### config.mk
export PLATFORM = sky130hd
export DESIGN_NAME = hazard_unit_flat
export DESIGN_NICKNAME = d
export VERILOG_FILES = /design/src/rtl/hazard_unit_if.sv /design/src/rtl/hazard_unit.sv /design/src/flat_wrapper.sv
export SDC_FILE = /design/constraint.sdc
export NUM_CORES = 1
export LEC_CHECK = 0
export CAP_MARGIN = 15
export CELL_PAD_IN_SITES_DETAIL_PLACEMENT = 0
export CELL_PAD_IN_SITES_GLOBAL_PLACEMENT = 2
export CORE_MARGIN = 4
export CORE_UTILIZATION = 15
export CTS_CLUSTER_SIZE = 25
export DETAILED_ROUTE_END_ITERATION = 8
export PLACE_DENSITY = 0.8
export SLEW_MARGIN = 20
export SYNTH_ARGS = -nofsm -noshare
export SYNTH_HDL_FRONTEND = slang
export SYNTH_SLANG_ARGS = --single-unit
### constraint.sdc
create_clock -name CLK -period 3.35 [get_ports CLK]
set_input_delay 0.67 -clock CLK [delete_from_list [all_inputs] [get_ports CLK]]
set_output_delay 0.67 -clock CLK [all_outputs]
set_load 0.01 [all_outputs]
### src/rtl/hazard_unit_if.sv
// Hazard-control bundle between the 5-stage pipeline and hazard_unit:
// dependency/status inputs toward the unit, latch enables/flushes and perf counters back.
interface hazard_unit_if;
   logic        ihit;
   logic        dhit;
   logic        exm_dREN;
   logic        exm_dWEN;
   logic        exm_redirect;
   logic        idex_dREN;
   logic        idex_datomic;
   logic [4:0]  idex_wsel;
   logic [4:0]  ifid_rs;
   logic [4:0]  ifid_rt;
   logic        ifid_uses_rt;
   logic        mwb_halt;

   logic        pc_en;
   logic        ifid_en;
   logic        idex_en;
   logic        exm_en;
   logic        mwb_en;
   logic        ifid_flush;
   logic        idex_flush;
   logic        exm_flush;
   logic [31:0] stall_cycles;
   logic [31:0] flush_events;

   // Pipeline side: reports hazards, consumes latch controls.
   modport master (
      output ihit, dhit, exm_dREN, exm_dWEN, exm_redirect,
             idex_dREN, idex_datomic, idex_wsel, ifid_rs, ifid_rt,
             ifid_uses_rt, mwb_halt,
      input  pc_en, ifid_en, idex_en, exm_en, mwb_en,
             ifid_flush, idex_flush, exm_flush, stall_cycles, flush_events
   );

   // Hazard unit side.
   modport slave (
      input  ihit, dhit, exm_dREN, exm_dWEN, exm_redirect,
             idex_dREN, idex_datomic, idex_wsel, ifid_rs, ifid_rt,
             ifid_uses_rt, mwb_halt,
      output pc_en, ifid_en, idex_en, exm_en, mwb_en,
             ifid_flush, idex_flush, exm_flush, stall_cycles, flush_events
   );
endinterface

### src/rtl/hazard_unit.sv
// Pipeline hazard control: load-use/LL-use stalls, D-mem freeze, I-miss bubbles, redirect and halt.
// Optional performance counters are built only when HAZARD_PERF_EN is defined.
module hazard_unit #(
   parameter int unsigned LL_BUBBLES = 2
) (
   input  logic         CLK,
   input  logic         RST,
   hazard_unit_if.slave hif
);

   typedef enum logic [1:0] {
      RUN    = 2'd0,
      BUBBLE = 2'd1,
      DWAIT  = 2'd2,
      HALTED = 2'd3
   } state_t;

   localparam logic [1:0] LL_INIT = 2'(LL_BUBBLES - 1);

   state_t     state;
   state_t     state_next;
   state_t     ret_state;
   state_t     ret_next;
   state_t     eff_state;
   logic [1:0] bcnt;
   logic [1:0] bcnt_next;

   logic dep;
   logic mem_wait;
   logic halt_cond;

   logic pc_en;
   logic ifid_en;
   logic idex_en;
   logic exm_en;
   logic mwb_en;
   logic ifid_flush;
   logic idex_flush;
   logic exm_flush;

   always_comb begin
      dep = hif.idex_dREN && (hif.idex_wsel != '0) &&
            ((hif.idex_wsel == hif.ifid_rs) ||
             (hif.ifid_uses_rt && (hif.idex_wsel == hif.ifid_rt)));
      mem_wait  = (hif.exm_dREN || hif.exm_dWEN) && !hif.dhit;
      halt_cond = (state == HALTED) || hif.mwb_halt;
      // On the dhit cycle DWAIT behaves exactly like the state it froze.
      eff_state = (state == DWAIT) ? ret_state : state;
   end

   // State register
   always_ff @(posedge CLK or posedge RST) begin
      if (RST) begin
         state     <= RUN;
         ret_state <= RUN;
         bcnt      <= '0;
      end else begin
         state     <= state_next;
         ret_state <= ret_next;
         bcnt      <= bcnt_next;
      end
   end

   // Next-state logic
   always_comb begin
      state_next = eff_state;
      ret_next   = ret_state;
      bcnt_next  = bcnt;
      if (halt_cond) begin
         state_next = HALTED;
      end else if (mem_wait) begin
         state_next = DWAIT;
         ret_next   = eff_state;
      end else if (hif.exm_redirect) begin
         state_next = RUN;
         bcnt_next  = '0;
      end else if (eff_state == BUBBLE) begin
         if (bcnt <= 2'd1) begin
            state_next = RUN;
            bcnt_next  = '0;
         end else begin
            bcnt_next  = bcnt - 2'd1;
         end
      end else if (dep && hif.idex_datomic && (LL_BUBBLES > 1)) begin
         state_next = BUBBLE;
         bcnt_next  = LL_INIT;
      end
   end

   // Output logic
   always_comb begin
      pc_en      = 1'b0;
      ifid_en    = 1'b0;
      idex_en    = 1'b0;
      exm_en     = 1'b0;
      mwb_en     = 1'b0;
      ifid_flush = 1'b0;
      idex_flush = 1'b0;
      exm_flush  = 1'b0;
      if (RST || halt_cond || mem_wait) begin
         pc_en = 1'b0;
      end else if (hif.exm_redirect) begin
         pc_en      = 1'b1;
         ifid_en    = 1'b1;
         idex_en    = 1'b1;
         exm_en     = 1'b1;
         mwb_en     = 1'b1;
         ifid_flush = 1'b1;
         idex_flush = 1'b1;
         exm_flush  = 1'b1;
      end else if ((eff_state == BUBBLE) || dep) begin
         idex_en    = 1'b1;
         exm_en     = 1'b1;
         mwb_en     = 1'b1;
         idex_flush = 1'b1;
      end else if (!hif.ihit) begin
         ifid_en    = 1'b1;
         idex_en    = 1'b1;
         exm_en     = 1'b1;
         mwb_en     = 1'b1;
         ifid_flush = 1'b1;
      end else begin
         pc_en      = 1'b1;
         ifid_en    = 1'b1;
         idex_en    = 1'b1;
         exm_en     = 1'b1;
         mwb_en     = 1'b1;
      end
   end

   assign hif.pc_en      = pc_en;
   assign hif.ifid_en    = ifid_en;
   assign hif.idex_en    = idex_en;
   assign hif.exm_en     = exm_en;
   assign hif.mwb_en     = mwb_en;
   assign hif.ifid_flush = ifid_flush;
   assign hif.idex_flush = idex_flush;
   assign hif.exm_flush  = exm_flush;

`ifdef HAZARD_PERF_EN
   logic [31:0] stall_q;
   logic [31:0] flush_q;

   always_ff @(posedge CLK or posedge RST) begin
      if (RST) begin
         stall_q <= '0;
         flush_q <= '0;
      end else begin
         if (!pc_en && (state != HALTED)) stall_q <= stall_q + 32'd1;
         if (hif.exm_redirect)            flush_q <= flush_q + 32'd1;
      end
   end

   assign hif.stall_cycles = stall_q;
   assign hif.flush_events = flush_q;
`else
   assign hif.stall_cycles = '0;
   assign hif.flush_events = '0;
`endif

endmodule

### src/flat_wrapper.sv
// flat-port wrapper written by rule: the top's interface ports become plain ports
module hazard_unit_flat 
#(
   parameter int unsigned LL_BUBBLES = 2
)
  (CLK, RST, hif_ihit, hif_dhit, hif_exm_dREN, hif_exm_dWEN, hif_exm_redirect, hif_idex_dREN, hif_idex_datomic, hif_idex_wsel, hif_ifid_rs, hif_ifid_rt, hif_ifid_uses_rt, hif_mwb_halt, hif_pc_en, hif_ifid_en, hif_idex_en, hif_exm_en, hif_mwb_en, hif_ifid_flush, hif_idex_flush, hif_exm_flush, hif_stall_cycles, hif_flush_events);
  hazard_unit_if hif_i ();
  input  logic CLK;
  input  logic RST;
  input wire logic [$bits(hif_i.ihit)-1:0] hif_ihit;
  input wire logic [$bits(hif_i.dhit)-1:0] hif_dhit;
  input wire logic [$bits(hif_i.exm_dREN)-1:0] hif_exm_dREN;
  input wire logic [$bits(hif_i.exm_dWEN)-1:0] hif_exm_dWEN;
  input wire logic [$bits(hif_i.exm_redirect)-1:0] hif_exm_redirect;
  input wire logic [$bits(hif_i.idex_dREN)-1:0] hif_idex_dREN;
  input wire logic [$bits(hif_i.idex_datomic)-1:0] hif_idex_datomic;
  input wire logic [$bits(hif_i.idex_wsel)-1:0] hif_idex_wsel;
  input wire logic [$bits(hif_i.ifid_rs)-1:0] hif_ifid_rs;
  input wire logic [$bits(hif_i.ifid_rt)-1:0] hif_ifid_rt;
  input wire logic [$bits(hif_i.ifid_uses_rt)-1:0] hif_ifid_uses_rt;
  input wire logic [$bits(hif_i.mwb_halt)-1:0] hif_mwb_halt;
  output wire logic [$bits(hif_i.pc_en)-1:0] hif_pc_en;
  output wire logic [$bits(hif_i.ifid_en)-1:0] hif_ifid_en;
  output wire logic [$bits(hif_i.idex_en)-1:0] hif_idex_en;
  output wire logic [$bits(hif_i.exm_en)-1:0] hif_exm_en;
  output wire logic [$bits(hif_i.mwb_en)-1:0] hif_mwb_en;
  output wire logic [$bits(hif_i.ifid_flush)-1:0] hif_ifid_flush;
  output wire logic [$bits(hif_i.idex_flush)-1:0] hif_idex_flush;
  output wire logic [$bits(hif_i.exm_flush)-1:0] hif_exm_flush;
  output wire logic [$bits(hif_i.stall_cycles)-1:0] hif_stall_cycles;
  output wire logic [$bits(hif_i.flush_events)-1:0] hif_flush_events;
  assign hif_i.ihit = hif_ihit;
  assign hif_i.dhit = hif_dhit;
  assign hif_i.exm_dREN = hif_exm_dREN;
  assign hif_i.exm_dWEN = hif_exm_dWEN;
  assign hif_i.exm_redirect = hif_exm_redirect;
  assign hif_i.idex_dREN = hif_idex_dREN;
  assign hif_i.idex_datomic = hif_idex_datomic;
  assign hif_i.idex_wsel = hif_idex_wsel;
  assign hif_i.ifid_rs = hif_ifid_rs;
  assign hif_i.ifid_rt = hif_ifid_rt;
  assign hif_i.ifid_uses_rt = hif_ifid_uses_rt;
  assign hif_i.mwb_halt = hif_mwb_halt;
  assign hif_pc_en = hif_i.pc_en;
  assign hif_ifid_en = hif_i.ifid_en;
  assign hif_idex_en = hif_i.idex_en;
  assign hif_exm_en = hif_i.exm_en;
  assign hif_mwb_en = hif_i.mwb_en;
  assign hif_ifid_flush = hif_i.ifid_flush;
  assign hif_idex_flush = hif_i.idex_flush;
  assign hif_exm_flush = hif_i.exm_flush;
  assign hif_stall_cycles = hif_i.stall_cycles;
  assign hif_flush_events = hif_i.flush_events;
  hazard_unit #(.LL_BUBBLES(LL_BUBBLES)) u_core (.CLK(CLK), .RST(RST), .hif(hif_i));
endmodule
==> results of run 1 <==
## cell usage after synthesis, types with 2 or more instances
cell and number:
nand3_1 2, dfrtp_1 6, a21oi_1 4, nand2_1 7
xnor2_1 10, nor3_1 3, buf_4 66, o21a_1 4
inv_1 3, o31a_1 2, a211oi_1 2
## per-stage QoR
| step | power, mW | utilization | TNS [ns] | instances | setup slack [ns] |
|---|---|---|---|---|---|
| CTS | 0.292 | 0.198 | 0 | 252 | 0.000426 |
| global route | 0.310 | 0.198 | 0 | 252 | 0.122 |
| floorplan | 0.190 | - | 0 | 192 | 0.868 |
| finish | 0.289 | 0.198 | 0 | 252 | 0.186 |
| global placement | 0.179 | 0.191 | -0.167 | 249 | -0.104 |
| detailed placement | 0.179 | 0.191 | -0.178 | 249 | -0.108 |
## worst max path at each step
stage                           from             end  slack [ns]  depth (start not counted)
finish              hif_idex_wsel[1]  hif_ifid_flush        0.19                          6
CTS                 hif_idex_wsel[1]       hif_pc_en      0.0004                          6
global placement    hif_idex_wsel[1]  hif_ifid_flush       -0.10                          6
global route        hif_idex_wsel[1]  hif_ifid_flush        0.12                          6
detailed placement  hif_idex_wsel[1]  hif_ifid_flush       -0.11                          6
floorplan               hif_exm_dWEN  hif_idex_flush        0.87                          4
## logic make-up after synthesis
logic type / share of synthesized area
compound gates: 0.175
simple gates: 0.0893
mux: 0.0109
flops: 0.145
xor+xnor: 0.0844
other cells: 0.00362
buf+inv: 0.492
## power groups by stage
stage	registers [mW]	clock network, mW	logic (mW)
after detailed placement	0.0780	0	0.101
after global routing	0.0773	0.119	0.114
after global placement	0.0781	0	0.101
after floorplan	0.0777	0	0.112
after CTS	0.0770	0.113	0.103
final	0.0770	0.108	0.104
## what timing repair did
item,4_1_cts,5_1_grt
setup endpoints to repair,3,1
gates resized for setup,6,1
cloned,0,0
## flip-flops by register name (all words and copies together) (netlist names)
signal,cells
u_core.state,2
u_core.bcnt,2
u_core.ret_state,2
## per-layer routing
metal,vias up,GRT usage
met1,342,0.0570
met3,2,0.0224
met5,-,0
met4,0,0.0151
met2,50,0.0834
li1,388,-
## cell type report
class,count,area (um2),area share
clock buffers,3,41.3,0.0309
inverters,3,11.3,0.00842
multi-input cells,116,623,0.466
flip-flops and latches,6,150,0.112
well taps,80,100,0.0748
repair buffers,44,412,0.308
## worst max-delay path, delay by kind of cell
family                 cells  cell delay (ns)
buffers and inverters      2             0.68
and+or+nand+nor            1             0.53
AOI/OAI and AO/OA          3             0.61
==> flow_metrics.py, run 1 <==
metrics = {
    "yosys": {
        "synth_seq_cells": 6,
        "synth-seq-area-share": 0.145,
        "synth_cell_types": 31,
        "netlist_area_mm2": 0.00104,
        "synth.area.top_cells": "buf_4, dfrtp_1, xnor2_1",
        "synth_edf_count": 0,
        "synth_flop_cell": "dfrtp_1",
        "synth_top_area_cell": "buf_4",
        "synth_top_area_frac": 0.478,
        "ys_warn_count": 0,
        "synthArstFlopShare": 1.00,
        "synth.avg_cell_area_um2": 8.04,
        "synth_cells": 129,
    },
    "detailed_routing": {
        "ant_nets": 0,
        "drc": 0,
        "wl_met3_um": 286,
        "highest_layer": "met4",
        "via_per_inst": 3.10,
        "firstDrtPassIters": 4,
        "avgRoutedWirePerCell_um": 9.34,
        "wl_met2_um": 1160,
        "m1WireLength_um": 887,
        "wl_um": 2350,
        "drt_iter0_markers": 19,
        "vias": 782,
    },
    "power": {
        "power_switching_mw": 0.0906,
        "power_density_mw_per_mm2": 216,
        "power_frac_seq": 0.266,
        "peakVddDrop_uv": 68.7,
        "pwr-share-clk": 0.374,
        "swShare": 0.313,
        "intPower_mw": 0.199,
        "leakage_nw": 0.617,
        "combPwrFrac": 0.359,
    },
    "clock_network": {
        "postCtsSetupBuffers": 0,
        "cts_hold_buf": 0,
        "h-tree-depth": 1,
        "clkLatencyLatePin_ns": 0.22,
        "path_clk_slew_ns": 0.04,
        "clockBufferDepth": 2,
        "tritoncts": "yes",
        "cts_sinks": 6,
        "cts_buffers": 3,
        "cts_root_buffer": "clkbuf_8",
    },
    "global_route": {
        "grt_overflow": 0,
        "antenna_found_initial": 0,
        "grt_pass1_wl_um": 3230,
        "grt_usage": 0.0499,
        "grt_pass1_vias": 654,
        "grt_max_degree": 8,
    },
    "placement": {
        "gp_congestion": 0.733,
        "dp_hpwl_um": 2130,
        "place_area_mm2": 0.00129,
        "io_buffers": 33,
    },
    "worst_setup_path": {
        "cp_max_fo": 4,
        "r2r_cells": 5,
        "regToRegSetupSlack_ns": 1.97,
        "start_kind": "input port",
        "r2r-end": "u_core.bcnt[0]",
        "cp.arrival_ns": 2.49,
        "path_cells": "clkdlybuf4s50_1, or4_1, o21a_2, a211oi_2, o21a_1, dlygate4sd2_1",
        "required_ns": 2.68,
        "r2r-start": "u_core.state[0]",
        "worstSetupPathType": "in2out",
        "slowest_stage": "or4_1",
        "cpPeakStageDelay_ns": 0.53,
        "endpoint_kind": "output port",
    },
    "floorplan": {
        "die_h_um": 91.2,
        "ioPinCount": 98,
        "core_mm2": 0.00676,
        "start_util": 0.154,
        "fp.dieArea_mm2": 0.00831,
        "fp.dieW_um": 91.2,
        "rows": 30,
    },
    "sta": {
        "fin_hold_ws_ns": 0.526,
        "maxSlewHeadroom": 0.633,
        "drv_slew": 0,
        "worst_clock_skew_ns": 0.00204,
        "setup_viol": 0,
        "finalHoldViolCount": 0,
        "fin_crit_ns": 3.16,
        "grt_setup_unrepaired": "no",
        "min_period_over_period": 0.944,
        "max_freq_ghz": 0.316,
        "tightest_slew_ns": 0.546,
    },
    "layout": {
        "most-common-layout-cells": "conb_1, clkdlybuf4s50_1, buf_4",
        "nFillCells": 771,
        "drive_gt1_frac": 0.122,
        "fin_area_mm2": 0.00134,
        "area_growth_pct": 29.0,
        "final_common_cell": "conb_1",
        "nets": 200,
        "diodes": 0,
    },
    "worst_hold_path": {
        "hp-class": "reg2reg",
        "holdPathEnd": "u_core.ret_state[0]",
        "hold_depth": 1,
        "worstHoldStart": "u_core.ret_state[0]",
    },
    "run_status": {
        "status": "complete, no violations",
    },
    "run": {
        "maxCapViolCount": 0,
    },
}
No activity file was read; power rests on OpenSTA's default activity.
==> run 2: changes to the inputs <==
Settings changed: CORE_UTILIZATION 15 to 32, DONT_BUFFER_PORTS set to 1.
==> run 2 against run 1 <==
Non-clock buffer count fell by 43. Critical path type unchanged. Clock power fell by 36%. Clock-buffer cell count did not move. Fmax rose by 23%. Register-to-register slack got worse by 0.12 ns. Highest routed layer unchanged. Worst hold slack got worse by 0.30 ns. Wire length fell by 17%.
==> flow_metrics.py, run 2 (synthesis results as in run 1) <==
metrics = {
    "sta": {
        "worst_clock_skew_ns": 0.00296,
        "drv_slew": 0,
        "setup_viol": 0,
        "max_freq_ghz": 0.390,
        "setup-tns-final_ns": 0,
        "fin_crit_ns": 2.57,
        "grt_setup_unrepaired": "no",
        "min_period_over_period": 0.766,
        "fin_hold_ws_ns": 0.226,
        "finalHoldViolCount": 0,
    },
    "floorplan": {
        "fp.dieArea_mm2": 0.00422,
        "rows": 20,
        "fp.dieW_um": 64.9,
        "die_h_um": 64.9,
        "ioPinCount": 98,
        "core_mm2": 0.00308,
        "start_util": 0.337,
    },
    "layout": {
        "reg_top3": "u_core.bcnt: 2 flops, u_core.ret_state: 2 flops, u_core.state: 2 flops",
        "nets": 157,
        "area_growth_pct": -17.1,
        "final_common_cell": "conb_1",
        "utilization": 0.279,
        "diodes": 0,
        "most-common-layout-cells": "conb_1, xnor2_1, nand2_1",
        "drive_gt1_frac": 0.0620,
    },
    "clock_network": {
        "h-tree-depth": 1,
        "clockBufferDepth": 2,
        "cts_buffers": 3,
        "cts_sinks": 6,
        "clkLatencyLatePin_ns": 0.25,
        "postCtsSetupBuffers": 0,
        "path_clk_slew_ns": 0.05,
        "cts_resized": 0,
        "tritoncts": "yes",
        "cts_hold_buf": 0,
        "cts_root_buffer": "clkbuf_4",
    },
    "detailed_routing": {
        "via_per_inst": 3.69,
        "avgRoutedWirePerCell_um": 11.3,
        "vias": 638,
        "ant_nets": 0,
        "firstDrtPassIters": 4,
        "wl_um": 1950,
        "drt_iter0_markers": 14,
        "drc": 0,
    },
    "power": {
        "leakage_nw": 0.399,
        "power_switching_mw": 0.0759,
        "intPower_mw": 0.130,
        "swShare": 0.368,
        "pwr-share-clk": 0.332,
        "power_density_mw_per_mm2": 240,
        "peakVddDrop_uv": 54.2,
        "combPwrFrac": 0.293,
        "power_frac_seq": 0.374,
    },
    "global_route": {
        "grt_pass1_vias": 525,
        "grt_overflow": 0,
        "grt_pass1_wl_um": 2550,
        "grt_max_degree": 9,
        "grt_usage": 0.0816,
        "antenna_found_initial": 0,
    },
    "run": {
        "maxCapViolCount": 0,
    },
    "worst_setup_path": {
        "cp.arrival_ns": 1.90,
        "r2r-start": "u_core.state[0]",
        "slowest_stage": "or4_1",
        "startpoint": "hif_idex_wsel[1]",
        "start_kind": "input port",
        "path_cells": "or4_1, o21a_1, a21oi_1, o21a_1",
        "r2r-end": "u_core.bcnt[0]",
        "cp_max_fo": 5,
        "cpPeakStageDelay_ns": 0.52,
        "path_common_cell": "o21a_1",
        "r2r_cells": 4,
        "endpoint_kind": "output port",
        "required_ns": 2.68,
        "regToRegSetupSlack_ns": 1.85,
        "worstSetupPathType": "in2out",
    },
    "run_status": {
        "status": "complete, no violations",
    },
    "placement": {
        "dp_hpwl_um": 1770,
        "io_buffers": 0,
        "gp_congestion": 0.723,
    },
    "worst_hold_path": {
        "hp-class": "in2async",
    },
}
==> run 2: cell types whose count changed in the layout (fill, tap and decap cells not counted), moves of 3 or more <==
cell	previous run	this run
buf_4	11	1
clkbuf_4	0	3
clkbuf_8	3	0
clkdlybuf4s50_1	29	0
dlygate4sd2_1	3	0
==> run 2: cell type report <==
type | instances | area (um2)
timing repair buffer | 1 | 7.51
clock buffer | 3 | 22.5
fill | 330 | 2220
multi-input combinational | 116 | 613
inverter | 3 | 11.3
sequential | 6 | 150
tap | 44 | 55.1
==> run 2: worst max-delay path: cells and delay by family <==
family	cells	cell delay, ns
compound gates	3	0.70
simple gates	1	0.52
==> run 2: per-stage QoR <==
stage	instance area, um2	power [mW]	setup WS (ns)	cells
6_report	860	0.206	0.783	173
5_1_grt	860	0.220	0.691	173
4_1_cts	860	0.209	0.751	173
3_5_place_dp	837	0.137	0.761	170
3_3_place_gp	837	0.136	0.776	170
2_1_floorplan	1270	0.190	0.868	192
==> run 2: worst max-delay path by stage <==
stage,endpoint,depth (start not counted)
finish,hif_ifid_en,4
global route,hif_idex_flush,5
CTS,hif_ifid_en,4
detailed placement,hif_ifid_en,4
global placement,hif_ifid_en,4
floorplan,hif_idex_flush,4
==> run 2: layer usage <==
metal	global-route usage	wire length [um]
met5	0	0
met3	0.0312	274
met1	0.0971	737
met2	0.132	918
met4	0.0317	19
==> run 2: power groups by stage <==
stage          Sequential [mW]  Clock (mW)  Combinational [mW]
3_5_place_dp            0.0782           0              0.0588
6_report                0.0772      0.0686              0.0606
2_1_floorplan           0.0777           0               0.112
3_3_place_gp            0.0783           0              0.0578
4_1_cts                 0.0773      0.0729              0.0587
5_1_grt                 0.0774      0.0752              0.0674
